## config.mk

```make
export PLATFORM = sky130hd
export DESIGN_NAME = gecko_print_arbiter
export DESIGN_NICKNAME = d
export VERILOG_FILES = /design/src/rtl/gecko_print_arbiter.sv
export SDC_FILE = /design/constraint.sdc
export NUM_CORES = 1
export LEC_CHECK = 0
export CAP_MARGIN = 20
export CORE_MARGIN = 10
export CORE_UTILIZATION = 45
export DETAILED_ROUTE_END_ITERATION = 7
export PLACE_DENSITY = 0.7
export SYNTH_ARGS = -nofsm -noshare
export SYNTH_HDL_FRONTEND = slang
export SYNTH_SLANG_ARGS = --single-unit
export TNS_END_PERCENT = 10
```

## constraint.sdc

```tcl
create_clock -name clk -period 4 [get_ports clk]
set_clock_uncertainty 0.1 [all_clocks]
set_input_delay 1.2 -clock clk [delete_from_list [all_inputs] [get_ports clk]]
set_output_delay 1.2 -clock clk [all_outputs]
set_load 0.05 [all_outputs]
```

## src/rtl/gecko_print_arbiter.sv

```systemverilog
// Merges per-core 8-bit print streams into one tagged byte stream through per-channel FIFOs,
// a round-robin (optionally line-atomic) arbiter and a registered output stage; also keeps sticky core status.
module gecko_print_arbiter #(
    parameter int NUM_CHANNELS = 4,
    parameter int FIFO_DEPTH   = 16,
    parameter int ID_WIDTH     = 2,
    parameter int LINE_MODE    = 0
) (
    input  logic                      clk,
    input  logic                      rst,
    input  logic [NUM_CHANNELS-1:0]   in_valid,
    output logic [NUM_CHANNELS-1:0]   in_ready,
    input  logic [8*NUM_CHANNELS-1:0] in_data,
    output logic                      out_valid,
    input  logic                      out_ready,
    output logic [7:0]                out_data,
    output logic [ID_WIDTH-1:0]       out_id,
    input  logic [NUM_CHANNELS-1:0]   faulted_flags,
    input  logic [NUM_CHANNELS-1:0]   finished_flags,
    input  logic                      status_clear,
    output logic [NUM_CHANNELS-1:0]   fault_sticky,
    output logic                      any_faulted,
    output logic                      all_finished
);

    localparam int SEL_W = (NUM_CHANNELS > 1) ? $clog2(NUM_CHANNELS) : 1;
    localparam int PTR_W = $clog2(FIFO_DEPTH);
    localparam int CNT_W = PTR_W + 1;
    localparam logic [CNT_W-1:0] FULL_CNT = CNT_W'(FIFO_DEPTH);
    localparam logic [SEL_W-1:0] LAST_CH  = SEL_W'(NUM_CHANNELS - 1);
    localparam logic [7:0]       NEWLINE  = 8'h0A;

    logic [7:0]              r_mem   [NUM_CHANNELS][FIFO_DEPTH];
    logic [PTR_W-1:0]        r_wptr  [NUM_CHANNELS];
    logic [PTR_W-1:0]        r_rptr  [NUM_CHANNELS];
    logic [CNT_W-1:0]        r_count [NUM_CHANNELS];
    logic [NUM_CHANNELS-1:0] w_push;
    logic [NUM_CHANNELS-1:0] w_pop;
    logic [NUM_CHANNELS-1:0] w_nonempty;
    logic [SEL_W-1:0]        r_rr_ptr;
    logic [SEL_W-1:0]        r_lock_ch;
    logic                    r_locked;
    logic [SEL_W-1:0]        w_sel;
    logic [SEL_W-1:0]        w_cand;
    logic                    w_found;
    logic                    w_load;
    logic [7:0]              w_rd_data;
    logic                    r_out_valid;
    logic [7:0]              r_out_data;
    logic [ID_WIDTH-1:0]     r_out_id;
    logic [NUM_CHANNELS-1:0] r_fault_sticky;

    // Ready looks only at the registered count, so a pop in the same cycle never frees a slot early.
    always_comb begin
        for (int c = 0; c < NUM_CHANNELS; c++) begin
            w_nonempty[c] = (r_count[c] != '0);
            in_ready[c]   = !rst && (r_count[c] != FULL_CNT);
            w_push[c]     = in_valid[c] && in_ready[c];
        end
    end

    always_comb begin
        w_found = 1'b0;
        w_sel   = '0;
        w_cand  = '0;
        if ((LINE_MODE != 0) && r_locked) begin
            w_found = w_nonempty[r_lock_ch];
            w_sel   = r_lock_ch;
        end else begin
            for (int k = 0; k < NUM_CHANNELS; k++) begin
                w_cand = SEL_W'((int'(r_rr_ptr) + k) % NUM_CHANNELS);
                if (!w_found && w_nonempty[w_cand]) begin
                    w_found = 1'b1;
                    w_sel   = w_cand;
                end
            end
        end
        w_load       = w_found && (!r_out_valid || out_ready);
        w_pop        = '0;
        w_pop[w_sel] = w_load;
        w_rd_data    = r_mem[w_sel][r_rptr[w_sel]];
    end

    // NOTE: FIFO storage has no reset; emptiness is defined by the pointers and counts alone.
    always_ff @(posedge clk) begin
        for (int c = 0; c < NUM_CHANNELS; c++) begin
            if (w_push[c]) r_mem[c][r_wptr[c]] <= in_data[8*c +: 8];
        end
    end

    // NOTE: all state below uses non-blocking assignments so every register samples pre-edge values.
    always_ff @(posedge clk or posedge rst) begin
        if (rst) begin
            for (int c = 0; c < NUM_CHANNELS; c++) begin
                r_wptr[c]  <= '0;
                r_rptr[c]  <= '0;
                r_count[c] <= '0;
            end
        end else begin
            for (int c = 0; c < NUM_CHANNELS; c++) begin
                if (w_push[c]) r_wptr[c] <= r_wptr[c] + 1'b1;
                if (w_pop[c])  r_rptr[c] <= r_rptr[c] + 1'b1;
                if (w_push[c] && !w_pop[c])      r_count[c] <= r_count[c] + 1'b1;
                else if (!w_push[c] && w_pop[c]) r_count[c] <= r_count[c] - 1'b1;
            end
        end
    end

    always_ff @(posedge clk or posedge rst) begin
        if (rst) begin
            r_out_valid <= 1'b0;
            r_out_data  <= '0;
            r_out_id    <= '0;
            r_rr_ptr    <= '0;
            r_lock_ch   <= '0;
            r_locked    <= 1'b0;
        end else if (w_load) begin
            r_out_valid <= 1'b1;
            r_out_data  <= w_rd_data;
            r_out_id    <= ID_WIDTH'(w_sel);
            r_rr_ptr    <= (w_sel == LAST_CH) ? '0 : w_sel + 1'b1;
            r_lock_ch   <= w_sel;
            r_locked    <= (LINE_MODE != 0) && (w_rd_data != NEWLINE);
        end else if (out_ready) begin
            r_out_valid <= 1'b0;
        end
    end

    // A fault seen in the same cycle as a clear must survive the clear.
    always_ff @(posedge clk or posedge rst) begin
        if (rst) r_fault_sticky <= '0;
        else     r_fault_sticky <= (r_fault_sticky & ~{NUM_CHANNELS{status_clear}}) | faulted_flags;
    end

    assign out_valid    = r_out_valid;
    assign out_data     = r_out_data;
    assign out_id       = r_out_id;
    assign fault_sticky = r_fault_sticky;
    assign any_faulted  = |r_fault_sticky;
    assign all_finished = (&finished_flags) && !(|w_nonempty) && !r_out_valid;

endmodule

```

After elaboration in Yosys (flattened, before gate mapping)
Memories as Yosys holds them, arrays and structs flattened.
Index checks and enable logic that the tools add are counted.
{"block": "totals", "word_cells": 174, "n_memories": 1, "inputBits": 48, "ramBits": 512, "out_inout_bits": 21, "reg_bits": 69}
{"block": "op_classes", "order_cmp": 16, "n_bitwise": 10, "n_addsub": 20, "n_reduce_logical": 54, "n_eq_ne": 5, "muxes": 51}
{"memory": "r_mem", "depth": 4, "word_bits": 128, "rd": 1, "rd_ports_with_merged_regs": 0, "wr": 4, "line_no": "33", "text": "logic [7:0] r_mem [NUM_CHANNELS][FIFO_DEPTH];"}
{"operator": "$mux 128", "count": 4}
{"operator": "$demux 8 s4", "count": 4}
{"operator": "$mux 8", "count": 6}
{"operator": "$mux 5", "count": 8}
{"operator": "$add 4x1->4 const B", "count": 8}
{"operator": "$bmux 8 s4", "count": 1}
{"operator": "$logic_and 1x1->1", "count": 27}
{"operator": "$ge 5x5->1 const B", "count": 5}
{"operator": "$not 4->5", "count": 5}
{"operator": "$add 5x1->5 const B", "count": 4}
{"operator": "$lt 5x1->1 const B", "count": 4}
{"operator": "$ne 5x5->1 const B", "count": 4}
{"operator": "$reduce_bool 5->1", "count": 4}
{"operator": "$sub 5x1->5 const B", "count": 4}
{"operator": "$lt 2x3->1 const B", "count": 5}
{"operator": "$mux 1", "count": 15}
{"operator": "$logic_not 1->1", "count": 14}
{"operator": "$mux 2", "count": 5}
{"operator": "$reduce_bool 2->1", "count": 5}
{"operator": "$and 4x4->4", "count": 2}
{"operator": "$bmux 1 s2", "count": 4}
{"operator": "$bmux 4 s2", "count": 1}
{"operator": "$mux 4", "count": 2}
{"operator": "$reduce_or 4->1", "count": 2}
{"operator": "11 further kinds", "count": 13}

Longest topological paths before layout
Gate-level depths: netlist (run 1).
{"block": "depth", "depth_word": 21, "mapped_depth": 19, "mapped_depth_nobuf": 15}

Worst setup path after synthesis (run 1)
No wires, ideal clock.
{"block": "synth_timing", "path_type": "reg2reg", "from": "register r_count[15] in the netlist's numbering", "to": "register r_count[14] in the netlist's numbering", "path_slack_ps": -39, "path_stages_with_launch": 19, "arrival_ps": 3814, "setup_time_ps": 125, "synth_period_minus_slack_ps": 4039, "required_time_ps": 3775, "path_buffers": 4, "cell_sequence": "dfrtp_1 or4_1 buf_2 a211oi_2 a211o_1 buf_2 nand2_1 clkbuf_1 clkbuf_1 nor3_1 inv_1 ha_1 inv_1 ha_1 a21o_1 a21oi_1 xnor2_1 nor2_1 xnor2_1"}
{"block": "synth_via", "elab_chain_cells": 21, "word_cells_on_any_way": 35, "cone_classes": "order compare (2); mux (19); bitwise (1); reduce/logical (13)"}
{"element": "from (decl)", "line_no": "36", "text": "logic [CNT_W-1:0] r_count [NUM_CHANNELS];"}
{"element": "from (signal, indexed assignment)", "line_no": "103", "text": "if (w_push[c] && !w_pop[c]) r_count[c] <= r_count[c] + 1'b1;"}
{"element": "from (signal, indexed assignment)", "line_no": "104", "text": "else if (!w_push[c] && w_pop[c]) r_count[c] <= r_count[c] - 1'b1;"}
{"element": "$reduce_bool 5->1 *", "line_no": "56", "text": "w_nonempty[c] = (r_count[c] != '0);"}
{"element": "$bmux 1 s2", "line_no": "72", "text": "if (!w_found && w_nonempty[w_cand]) begin"}
{"element": "$mux 1 (implied by the code)", "line_no": "72"}
{"element": "$mux 1", "line_no": "72"}
{"element": "$logic_not 1->1", "line_no": "72"}
{"element": "$logic_and 1x1->1", "line_no": "72"}
{"element": "$mux 1", "line_no": "72"}
{"element": "$logic_not 1->1", "line_no": "72"}
{"element": "[... 5 more ...]"}
{"element": "$lt 2x3->1 (implied by the code) / $ge 2x1->1 (equally long branches)", "line_no": "80", "text": "w_pop[w_sel] = w_load;"}
{"element": "$logic_and 1x1->1 (implied by the code)", "line_no": "80"}
{"element": "$mux 1 (implied by the code)", "line_no": "80"}
{"element": "$demux 1 s2", "line_no": "80"}
{"element": "$and 4x4->4 (no source line) *"}
{"element": "$logic_not 1->1", "line_no": "103"}
{"element": "$logic_and 1x1->1", "line_no": "103"}
{"element": "$mux 5 / $reduce_bool 2->1 (equally long branches)"}
Every way passes the cells marked *; elsewhere a longest branch is shown, timed or not. The select of a mux whose other input is x is not followed.
A chain may end at the register's enable or synchronous reset.

Final worst setup path (run 1)
{"block": "layout_timing", "from": "register r_count[5] in the netlist's numbering", "to": "register r_out_data[3] (netlist: out_data[3])"}
{"block": "layout_via", "elab_chain_cells": 21, "word_cells_on_any_way": 33, "cone_classes": "mux (22); bitwise (2); reduce/logical (8); memory (1)"}
{"element": "$reduce_bool 5->1 *", "line_no": "56"}
{"element": "$bmux 1 s2", "line_no": "72"}
{"element": "$mux 1 (implied by the code)", "line_no": "72"}
{"element": "$mux 1", "line_no": "72"}
{"element": "$logic_not 1->1", "line_no": "72"}
{"element": "$logic_and 1x1->1", "line_no": "72"}
{"element": "$mux 1", "line_no": "72"}
{"element": "$logic_not 1->1", "line_no": "72"}
{"element": "[... 3 more ...]"}
{"element": "$logic_and 1x1->1", "line_no": "72"}
{"element": "$mux 2", "line_no": "72"}
{"element": "$not 2->3 (implied by the code)", "line_no": "81", "text": "w_rd_data = r_mem[w_sel][r_rptr[w_sel]];"}
{"element": "$bmux 4 s2", "line_no": "81"}
{"element": "$mux 4 (implied by the code) (2 in a row)", "line_no": "81"}
{"element": "$not 4->5 (implied by the code)", "line_no": "81"}
{"element": "$bmux 8 s4", "line_no": "81"}
{"element": "$mux 8 (implied by the code) (2 in a row)", "line_no": "81"}
{"element": "to (signal assigned)", "line_no": "119", "text": "r_out_data <= w_rd_data;"}
{"element": "to (decl)", "line_no": "49", "text": "logic [7:0] r_out_data;"}
Marked as above.

==> results.ini, run 1 <==
[outcome]
status=completed

[finish]
fin_util=0.538
diodes=0
drive_above_1_share=0.144
final_common_cell=edfxtp_1
mostFrequentLayoutCells=512 x edfxtp_1, 313 x nand2_1, 141 x buf_4, 70 x nand3_1
regArea_um2=17100
area_growth_pct=18.2
multiInputGateArea_um2=7410
fillers=4500
layout.nets=2116

[critical_path]
crit_chain=or4_1 > o211ai_1 > buf_4 > o211ai_4 > buf_4 > a311oi_2 > a22oi_2 > buf_12 > buf_4 > a311oi_1 > a31oi_1 > a2111o_1 > o211ai_1
worst-path-buf-inv=4
crit_path_max_incr_delay_ps=610
startpoint_type=register
path_class=reg -> reg
slowest_stage=or4_1
critical_path.endpoint_type=register
cp_max_fo=44
crit_top_cell=buf_4
worstPathArrival_ps=4390
critical_path_required_ps=4430
cp_top_family=compound AO/OA/AOI/OAI gates

[synth]
synth_cells=1881
synthTopCellsByArea=edfxtp_1 61%, dfrtp_1 6.9%, nand2_1 4.7%
yosysTopAreaCell=edfxtp_1
syn-num-nets=1973
ys_seq_elements=581
synth.distinct_cells=57
seq_area_frac_synth=0.680
synth_ff_type=edfxtp_1
netlist.area_leader.share=0.612
synth.cell_area_um2=25100
async_flop_share=0.119
yosysWarnings=0
synth_edf_count=512
synth.avg_cell_area_um2=13.4

[clock_network]
cts_max_level=2
clock_path_buffers=3
cts_root_buffer=clkbuf_16
hold_buffers=0
cts_buffers=59
path_clk_slew_ps=60
cts.sinks=581
cts_tree=done
insertion_delay_ps=630

[pwr]
ir_worst_vdd_uv=637
powerDensity_nw_per_um2=848
total_power_w=0.0252
leakagePower_nw=10.5

[floorplan]
num_io_pins=69
fp.dieH_um=256
dieWidth_um=256
row_count=86
dieArea_um2=65700
core-area_um2=55200
start_util=0.455

[sta]
setup_violations=0
worst_hold_slack_ps=378
fin_ws_ps=38.5
fin_crit_sh=0.990
fmax_mhz=252
rsz0062_at_grt=true
worst_pin_slew_ps=978
max-slew-margin-rel=0.346
fin_setup_tns_ps=0
drv_slew=0
finalHoldViolCount=0
finalCriticalPeriod_ps=3960

[global_routing]
grt-ovfl-total=0
grt_max_degree=105
grt_pass1_wl_um=115000
track_usage=0.233
grt_pass1_vias=17300
grt_antenna_before_repair=2

[routing]
ant_nets=0
routed-wl-met2_um=36500
viasPerCell=6.16
highest_layer=met4
vias=17400
dr_wl_met3_um=7110
routed_wl_um=78200
met1Wirelength_um=31200
dr.pass1.iters=5
detail_route.wl_per_cell_um=27.7
drt_iter0_markers=2260
drc_errors=0

[place]
place_ws_ps=15.1
gp_congestion=0.897
hpwl_um=48800
io_buffers=68

[run]
maxCapViolations=0

[min_path]
hold_class=reg -> reg

==> kinds of logic (layout without fill, tap and decap cells) <==
| kind of cell | count (synthesis) | count (layout) | synth area share |
|---|---|---|---|
| flops | 581 | 581 | 0.680 |
| simple gates | 578 | 578 | 0.104 |
| compound gates | 419 | 419 | 0.135 |
| buf+inv | 184 | 375 | 0.0296 |
| fa+ha+maj | 44 | 44 | 0.0231 |
| xor+xnor | 44 | 44 | 0.0153 |
| mux | 31 | 31 | 0.0129 |
==> flip-flops by register name, summed over array words and instances, names as in the netlist <==
register / flops
r_mem: 512
r_count: 20
r_rptr: 16
r_wptr: 16
out_data: 8
fault_sticky: 4
out_id: 2
r_rr_ptr: 2
out_valid: 1
==> metal layers <==
metal  track usage  up-vias
li1              -     7514
met1         0.315     8722
met2         0.367      950
met3        0.0369      181
met4        0.0995        0
met5             0        -
==> Yosys cell counts, types with 3 or more instances <==
cell type,number
o211ai_1,9
nor4_1,10
mux2i_1,19
xor2_1,8
a211oi_1,69
ha_1,40
fa_1,4
a21boi_0,64
nor3_1,23
o22ai_1,32
o2111ai_1,8
o21ai_1,4
mux2_2,12
edfxtp_1,512
nand4_1,9
clkbuf_1,107
or4_1,3
a311oi_2,6
a2111o_1,8
a32o_1,32
a31oi_1,24
nand2_1,314
a221oi_1,7
nand3_1,70
a21oi_1,12
nand2b_1,8
o21ai_0,18
nor2_1,51
inv_1,33
dfrtp_1,69
xnor2_1,36
a311o_1,56
a21o_1,12
buf_2,25
a311oi_1,45
buf_1,13
and3_1,69
and2_1,14
==> worst paths after layout <==
check / start / endpoint / slack, ps / cells past startpoint
min in group asynchronous: rst / r_rr_ptr[0] / 1060 / 2
max in group asynchronous: rst / out_data[7] / 2020 / 3
worst max register to register: r_count[5] / out_data[3] / 40 / 13
worst min register to register: r_rptr[3] / r_rptr[3] / 380 / 1
worst min-delay path: r_rptr[3] / r_rptr[3] / 380 / 1
worst max-delay path: r_count[5] / out_data[3] / 40 / 13
==> area by class of cell <==
cell class | count | share of cell area
Clock buffer | 77 | 0.0544
Tap cell | 748 | 0.0315
Inverter | 35 | 0.00451
Timing Repair Buffer | 231 | 0.0745
Clock inverter | 32 | 0.00986
Multi-Input combinational cell | 1116 | 0.250
Sequential cell | 581 | 0.576
==> power by group <==
part | switching (W) | leakage, nW | internal, W
Sequential | 0.000530 | 5.44 | 0.00721
Clock | 0.00236 | 0.928 | 0.00310
Combinational | 0.00755 | 4.17 | 0.00445
==> through the flow <==
step | cells | cell area, um2
floorplan | 1881 | 25100
global route | 2820 | 29700
finish | 2820 | 29700
CTS | 2819 | 29600
detailed placement | 2710 | 27700
global placement | 2710 | 27700
==> timing repair <==
action,in CTS,in global routing
endpoints found under the setup margin,3,11
endpoints found under the hold margin,0,0
buffers inserted,0,1
gates resized for setup,3,9
pin swaps,0,6
(Power assumes the default switching activity.)
==> run 2, diff against run 1 <==
--- a/config.mk
+++ b/config.mk
@@ -6,10 +6,12 @@
 export NUM_CORES = 1
 export LEC_CHECK = 0
 export CAP_MARGIN = 20
+export CELL_PAD_IN_SITES_DETAIL_PLACEMENT = 1
+export CELL_PAD_IN_SITES_GLOBAL_PLACEMENT = 1
 export CORE_MARGIN = 10
 export CORE_UTILIZATION = 45
 export DETAILED_ROUTE_END_ITERATION = 7
-export PLACE_DENSITY = 0.7
+export PLACE_DENSITY = 0.8
 export SYNTH_ARGS = -nofsm -noshare
 export SYNTH_HDL_FRONTEND = slang
 export SYNTH_SLANG_ARGS = --single-unit
==> results.ini, run 2 (same netlist as run 1, synthesis figures left out) <==
[critical_path]
path_class=reg -> reg
crit_chain=or4_1 > o211ai_1 > buf_4 > o211ai_4 > buf_6 > buf_16 > and3_1 > a211oi_1 > a311oi_2 > nor4_2 > a2111o_1 > o211ai_1
critical_path.endpoint_type=register
worstPathArrival_ps=4400
slowest_stage=or4_1
crit_path_max_incr_delay_ps=630
worst-path-buf-inv=3
crit_top_cell=o211ai_1
cp_top_family=simple AND/OR/NAND/NOR gates
critical_path_required_ps=4410
cp_max_fo=26
startpoint_type=register

[sta]
fin_crit_sh=0.997
fin_ws_ps=11.9
setup_violations=0
rsz0062_at_grt=true
finalHoldViolCount=0
worst_pin_slew_ps=644
fmax_mhz=251
max-slew-margin-rel=0.567
drv_slew=0
finalCriticalPeriod_ps=3990

[finish]
largest_register_ffs=512
mostFrequentLayoutCells=512 x edfxtp_1, 313 x nand2_1, 160 x buf_4, 70 x nand3_1
stdcell_area_um2=30100
fillers=5379
final_common_cell=edfxtp_1
drive_above_1_share=0.161
layout.nets=2140
area_growth_pct=19.8

[clock_network]
hold_buffers=0
cts_tree=done
cts_root_buffer=clkbuf_16
clock_path_buffers=3
cts_max_level=2
cts_buffers=60
path_clk_slew_ps=70
cts.sinks=581
insertion_delay_ps=660

[pwr]
ir_worst_vdd_uv=701
powerDensity_nw_per_um2=892
total_power_w=0.0269
leakagePower_nw=10.7

[floorplan]
start_util=0.455
dieWidth_um=256
fp.dieH_um=256
num_io_pins=69
row_count=86
dieArea_um2=65700
core-area_um2=55200

[global_routing]
track_usage=0.269
grt-ovfl-total=0
grt_max_degree=119
grt_pass1_vias=19200
grt_antenna_before_repair=11
grt_pass1_wl_um=132000

[routing]
drc_errors=0
dr.pass1.iters=5
drt_iter0_markers=2766
detail_route.wl_per_cell_um=32.4
ant_nets=0
vias=18700
viasPerCell=6.55
routed_wl_um=92300

[place]
gp_congestion=0.893
place_area_um2=27800
io_buffers=68
hpwl_um=55600
place_ws_ps=-12.1

[outcome]
status=completed

[min_path]
hold_class=reg -> reg

[run]
maxCapViolations=0

## run 2: cell count changes in the layout (fill, tap and decap cells not counted), moves of 4 or more
cell | before | now
clkinv_1 | 10 | 4
buf_12 | 25 | 19
nor4_2 | 1 | 6
buf_4 | 141 | 160
diode_2 | 0 | 5
buf_6 | 2 | 6
nor4_1 | 9 | 3
## run 2: layout make-up
cell class,instances,area [um2],area share
inverter,35,138,0.00457
multi-input combinational,1116,7440,0.247
antenna,5,12.5,0.000415
clock inverter,33,400,0.0133
tap,748,936,0.0311
sequential,581,17100,0.568
timing repair buffer,254,2440,0.0809
clock buffer,80,1660,0.0550
## run 2: repair_timing
item	4_1_cts	5_1_grt
gates cloned	0	3
pin swaps	1	6
endpoints found under the setup margin	5	15
buffers inserted	0	5
hold endpoints to repair	0	0
gates resized for setup	6	20
## run 2: per-stage QoR
stage / std cells / utilization / setup TNS [ps] / hold WS [ps]
after global routing: 2847 / 0.546 / -179 / 409
after global placement: 2726 / 0.504 / 0 / 360
final: 2852 / 0.546 / 0 / 394
after CTS: 2839 / 0.542 / 0 / 392
after floorplan: 1881 / - / -32.8 / 338
after detailed placement: 2726 / 0.504 / -12.1 / 372
## run 2: path summary, 6_finish.rpt
kind | startpoint | cells past startpoint | slack (ps) | end
worst max-delay path | r_count[5] | 12 | 10 | out_data[6]
worst min-delay path | r_rptr[3] | 1 | 390 | r_rptr[3]
worst max register to register | r_count[5] | 12 | 10 | out_data[6]
worst min register to register | r_rptr[3] | 1 | 390 | r_rptr[3]
max in group asynchronous | rst | 3 | 2270 | r_wptr[1]
min in group asynchronous | rst | 2 | 880 | r_count[4]
## run 2: metal layers
| layer | wire [um] | GRT usage | vias to the layer above |
|---|---|---|---|
| met5 | 0 | 0 | - |
| met4 | 3840 | 0.111 | 0 |
| met3 | 11000 | 0.0652 | 241 |
| met2 | 42800 | 0.423 | 1369 |
| met1 | 34700 | 0.352 | 9492 |
| li1 | - | - | 7580 |
## run 2: power by group
| group | switching [W] | leakage, nW | total [W] | internal [W] |
|---|---|---|---|---|
| sequential | 0.000606 | 5.44 | 0.00781 | 0.00721 |
| clock | 0.00248 | 0.997 | 0.00586 | 0.00338 |
| combinational | 0.00857 | 4.30 | 0.0132 | 0.00462 |
| total | 0.0117 | 10.7 | 0.0269 | 0.0152 |
==> run 3, diff against run 2 <==
--- a/config.mk
+++ b/config.mk
@@ -11,7 +11,9 @@
 export CORE_MARGIN = 10
 export CORE_UTILIZATION = 45
 export DETAILED_ROUTE_END_ITERATION = 7
+export GPL_ROUTABILITY_DRIVEN = 0
 export PLACE_DENSITY = 0.8
+export SETUP_SLACK_MARGIN = 0.05
 export SYNTH_ARGS = -nofsm -noshare
 export SYNTH_HDL_FRONTEND = slang
 export SYNTH_SLANG_ARGS = --single-unit
==> results.ini, run 3 (same netlist as run 1, synthesis figures left out) <==
[finish]
drive_above_1_share=0.158
area_growth_pct=19.1
fin_cells=2851
stdcell_area_um2=29900
largest_register_ffs=512
layout.nets=2141
final_common_cell=edfxtp_1
mostFrequentLayoutCells=512 x edfxtp_1, 313 x nand2_1, 167 x buf_4, 69 x and3_1, 69 x nand3_1

[clock_network]
cts_buffers=58
cts.sinks=581
path_clk_slew_ps=70
clock_path_buffers=3
cts_root_buffer=clkbuf_16
cts_max_level=2
cts_tree=done
insertion_delay_ps=630
hold_buffers=0

[critical_path]
startpoint_type=register
crit_path_max_incr_delay_ps=620
worstPathArrival_ps=4330
worst-path-buf-inv=4
crit_chain=or4_1 > o211ai_1 > buf_4 > o211ai_4 > buf_4 > a311oi_2 > a22oi_2 > or3_1 > buf_4 > a221oi_2 > buf_4 > a2111o_1 > o211ai_1
cp_max_fo=8
path_class=reg -> reg
cp_top_family=compound AO/OA/AOI/OAI gates
crit_start=r_count[6]
slowest_stage=or4_1
critical_path.endpoint_type=register
r2r_start=r_count[6]
critical_path_required_ps=4390
crit_top_cell=buf_4

[sta]
drv_slew=0
rsz0062_at_grt=true
fin_crit_sh=0.987
finalCriticalPeriod_ps=3950
setup_violations=0
finalHoldViolCount=0
fin_ws_ps=53.9
max-slew-margin-rel=0.480
worst_pin_slew_ps=774
fmax_mhz=253
worst_hold_slack_ps=380

[pwr]
p_int_w=0.0149
leakagePower_nw=10.7
p_clk_frac=0.208
powerDensity_nw_per_um2=869
switchingPower_w=0.0112
sw_frac_of_total=0.429
combPwrFrac=0.493
ir_worst_vdd_uv=700
seqPwrFrac=0.299

[floorplan]
dieArea_um2=65700
num_io_pins=69
core-area_um2=55200
start_util=0.455
row_count=86
fp.dieH_um=256
dieWidth_um=256

[min_path]
hold_path.startpoint=r_rptr[3]
hold_class=reg -> reg

[place]
hpwl_um=57800
place_ws_ps=48.0
io_buffers=68
dp_cells=2730
place_area_um2=27900

[global_routing]
grt_pass1_vias=19200
track_usage=0.268
grt_max_degree=100
grt-ovfl-total=0
grt_pass1_wl_um=131000
grt_antenna_before_repair=6

[routing]
dr.pass1.iters=5
drt_iter0_markers=2489
ant_nets=0
drc_errors=0
detail_route.wl_per_cell_um=32.2
routed_wl_um=91800
viasPerCell=6.48
vias=18500

[outcome]
status=completed

[run]
maxCapViolations=0

run 3: cell count changes in the layout (fill, tap and decap cells not counted), moves of 4 or more:
| cell | delta |
|---|---|
| nor4_1 | +6 |
| buf_4 | +7 |
| bufinv_16 | -4 |
| a221oi_1 | -4 |
| clkinv_2 | +5 |
| buf_12 | +5 |
| clkinv_1 | +8 |
| a221oi_2 | +4 |
| nor4_2 | -5 |
| clkbuf_8 | -5 |
| buf_6 | -6 |
run 3: layout make-up:
class | count | area [um2]
antenna | 4 | 10.0
clock buffer | 76 | 1610
clock inverter | 34 | 243
fill | 5426 | 25300
inverter | 35 | 138
multi-input combinational | 1116 | 7450
sequential | 581 | 17100
tap | 748 | 936
timing repair buffer | 257 | 2440
run 3: per-layer routing:
layer / global-route usage / part of all wire
met1: 0.330 / 0.36
met2: 0.437 / 0.47
met3: 0.0566 / 0.10
met4: 0.145 / 0.058
met5: 0 / 0
run 3: path summary, 6_finish.rpt:
kind                               end  slack, ps  cells after the start
setup reg to reg           out_data[6]         50                     13
min in group asynchronous  r_count[19]        980                      2
hold reg to reg              r_rptr[3]        380                      1
hold / removal               r_rptr[3]        380                      1
setup / recovery           out_data[6]         50                     13
max in group asynchronous    r_wptr[2]       2160                      3
run 3: power groups by stage:
stage          sequential, W  combinational [W]  clock (W)
6_report             0.00779             0.0128    0.00541
5_1_grt              0.00783             0.0134    0.00568
4_1_cts              0.00775             0.0122    0.00543
3_5_place_dp         0.00786             0.0121          0
3_3_place_gp         0.00781             0.0115          0
2_1_floorplan        0.00778            0.00726          0
run 3: stage by stage:
stage	setup TNS (ps)	total power (W)	utilization
after global placement	0	0.0193	0.505
after floorplan	-6.93	0.0150	-
after detailed placement	0	0.0200	0.505
after CTS	0	0.0254	0.539
final	0	0.0260	0.542
after global routing	-168	0.0269	0.542
run 3: repair_timing:
item / 4_1_cts / 5_1_grt
gates resized for setup: 3 / 19
setup buffers: 0 / 6
pin swaps: 0 / 5
endpoints found under the setup margin: 3 / 13
cloned: 0 / 1
==> RTL edit, RTL diff (flow settings as in run 2) <==
Reset style: synchronous (`rst`), changed in 3 clocked blocks.
--- a/src/rtl/gecko_print_arbiter.sv
+++ b/src/rtl/gecko_print_arbiter.sv
@@ -91,3 +91,3 @@
     // NOTE: all state below uses non-blocking assignments so every register samples pre-edge values.
-    always_ff @(posedge clk or posedge rst) begin
+    always_ff @(posedge clk) begin
         if (rst) begin
@@ -108,3 +108,3 @@
 
-    always_ff @(posedge clk or posedge rst) begin
+    always_ff @(posedge clk) begin
         if (rst) begin
@@ -129,3 +129,3 @@
     // A fault seen in the same cycle as a clear must survive the clear.
-    always_ff @(posedge clk or posedge rst) begin
+    always_ff @(posedge clk) begin
         if (rst) r_fault_sticky <= '0;
Behaviour: differs if rst is asserted again (counterexample within 4 cycles, from zero or initial values and one cycle with rst high); with rst held inactive, the same outputs for 4 cycles.
==> RTL edit against run 2 <==
- die area is 1.3% lower
- combinational power is 12% lower
- clock power shrank 8.4%
- power down 9.7%
- final area down 3.3%
- area after synthesis down 1.4%
- highest routed layer unchanged
- wire length is 5.8% lower
- worst setup slack gained 77 ps
- synthesized cell count increased by 2.1%
- sequential cell count stayed put
==> RTL edit: results (changes against run 2) <==
fillers 5358 (was 5379); post_cts resized 2 (was 6); Post-synth EDFFs 564 (was 512); hold path depth 2 (was 1); layout cells sized above 1 13.2% (was 16.1%); maximum vdd drop 0.621 mV (was 0.701 mV); Distinct cells, synth 62 (was 57); largest net degree at the start of global routing 79 (was 119); first-pass GRT wire length 124000 um (was 132000 um); Synth area leaders edfxtp_1 68%, nand2_1 6.3%, nand3_1 3.5% (was edfxtp_1 61%, dfrtp_1 6.9%, nand2_1 4.7%); vias in the first global route 18600 (was 19200); CTS buffer count 61 (was 60); Setup Fix Bufs, Post-CTS 3 (was 0); Synth Area in Adders 1.91% (was 2.31%); Overall Power 24.3 mW (was 26.9 mW); per-cell routed wire length 30.7 um (was 32.4 um); post-synthesis mux area share 2.31% (was 1.29%); vias 17600 (was 18700); critical path arrival 2610 ps (was 4400 ps); slowest CP cell or4b_4 (was or4_1); diodes inserted 0 (was 5); initial antenna violation count 4 (was 11); status completed (unchanged); Compound-Gate Fraction of Synth Area 7.22% (was 13.5%); Slew headroom 25.3% (was 56.7%); final net count 2171 (was 2140)
## RTL edit: changes by cell type after synthesis, sizes merged, moves of 23 or more
| cell | delta |
|---|---|
| nand2 | +104 |
| nand3 | +102 |
| dfrtp | -69 |
| a21boi | -64 |
| clkbuf | -60 |
| a311o | -55 |
| edfxtp | +52 |
| nor2 | +43 |
| a32o | -31 |
| buf | +31 |
| a211oi | -24 |
| o22ai | -24 |
| a31oi | +23 |
## RTL edit: through the flow
step / area, um2 / TNS [ps] / setup slack (ps) / cells / hold slack (ps)
after floorplan: 24800 / -784 / -113 / 1920 / 398
after global placement: 27200 / 0 / 42.0 / 2715 / 348
after detailed placement: 27200 / 0 / 75.3 / 2715 / 358
after CTS: 29100 / 0 / 16.9 / 2832 / 375
after global routing: 29100 / -103 / -50.0 / 2834 / 407
final: 29100 / 0 / 89.3 / 2834 / 371
## RTL edit: final timing paths
path	start	to	slack (ps)
max reg2reg	r_count[0][0]	out_data[2]	160
min reg2reg	out_id[0]	out_id[0]	370
max	r_count[3][0]	all_finished	90
min	out_id[0]	out_id[0]	370
## RTL edit: cell type report
class,count,area [um2],area share (%)
Clock buffer,75,1580,5.42
Clock inverter,39,264,0.906
Inverter,35,138,0.472
Multi-Input combinational cell,1184,6920,23.7
Sequential cell,581,17300,59.3
Tap cell,696,871,2.99
Timing Repair Buffer,224,2100,7.19
## RTL edit: metal layers
metal  GRT usage (%)  vias to the layer above  routed length [um]  part of all wire [%]
met2            45.2                      803               43300                    50
met1            30.9                     9052               31400                    36
met4            17.4                        0                6150                   7.1
met5               0                        -                   0                     0
li1                -                     7466                   -                     -
met3            4.24                      246                6080                   7.0
## RTL edit: where the power goes
group          internal, mW  switching [mW]
clock network          2.98            2.39
logic                  3.89            7.68
registers              7.04           0.280
total                  13.9            10.4
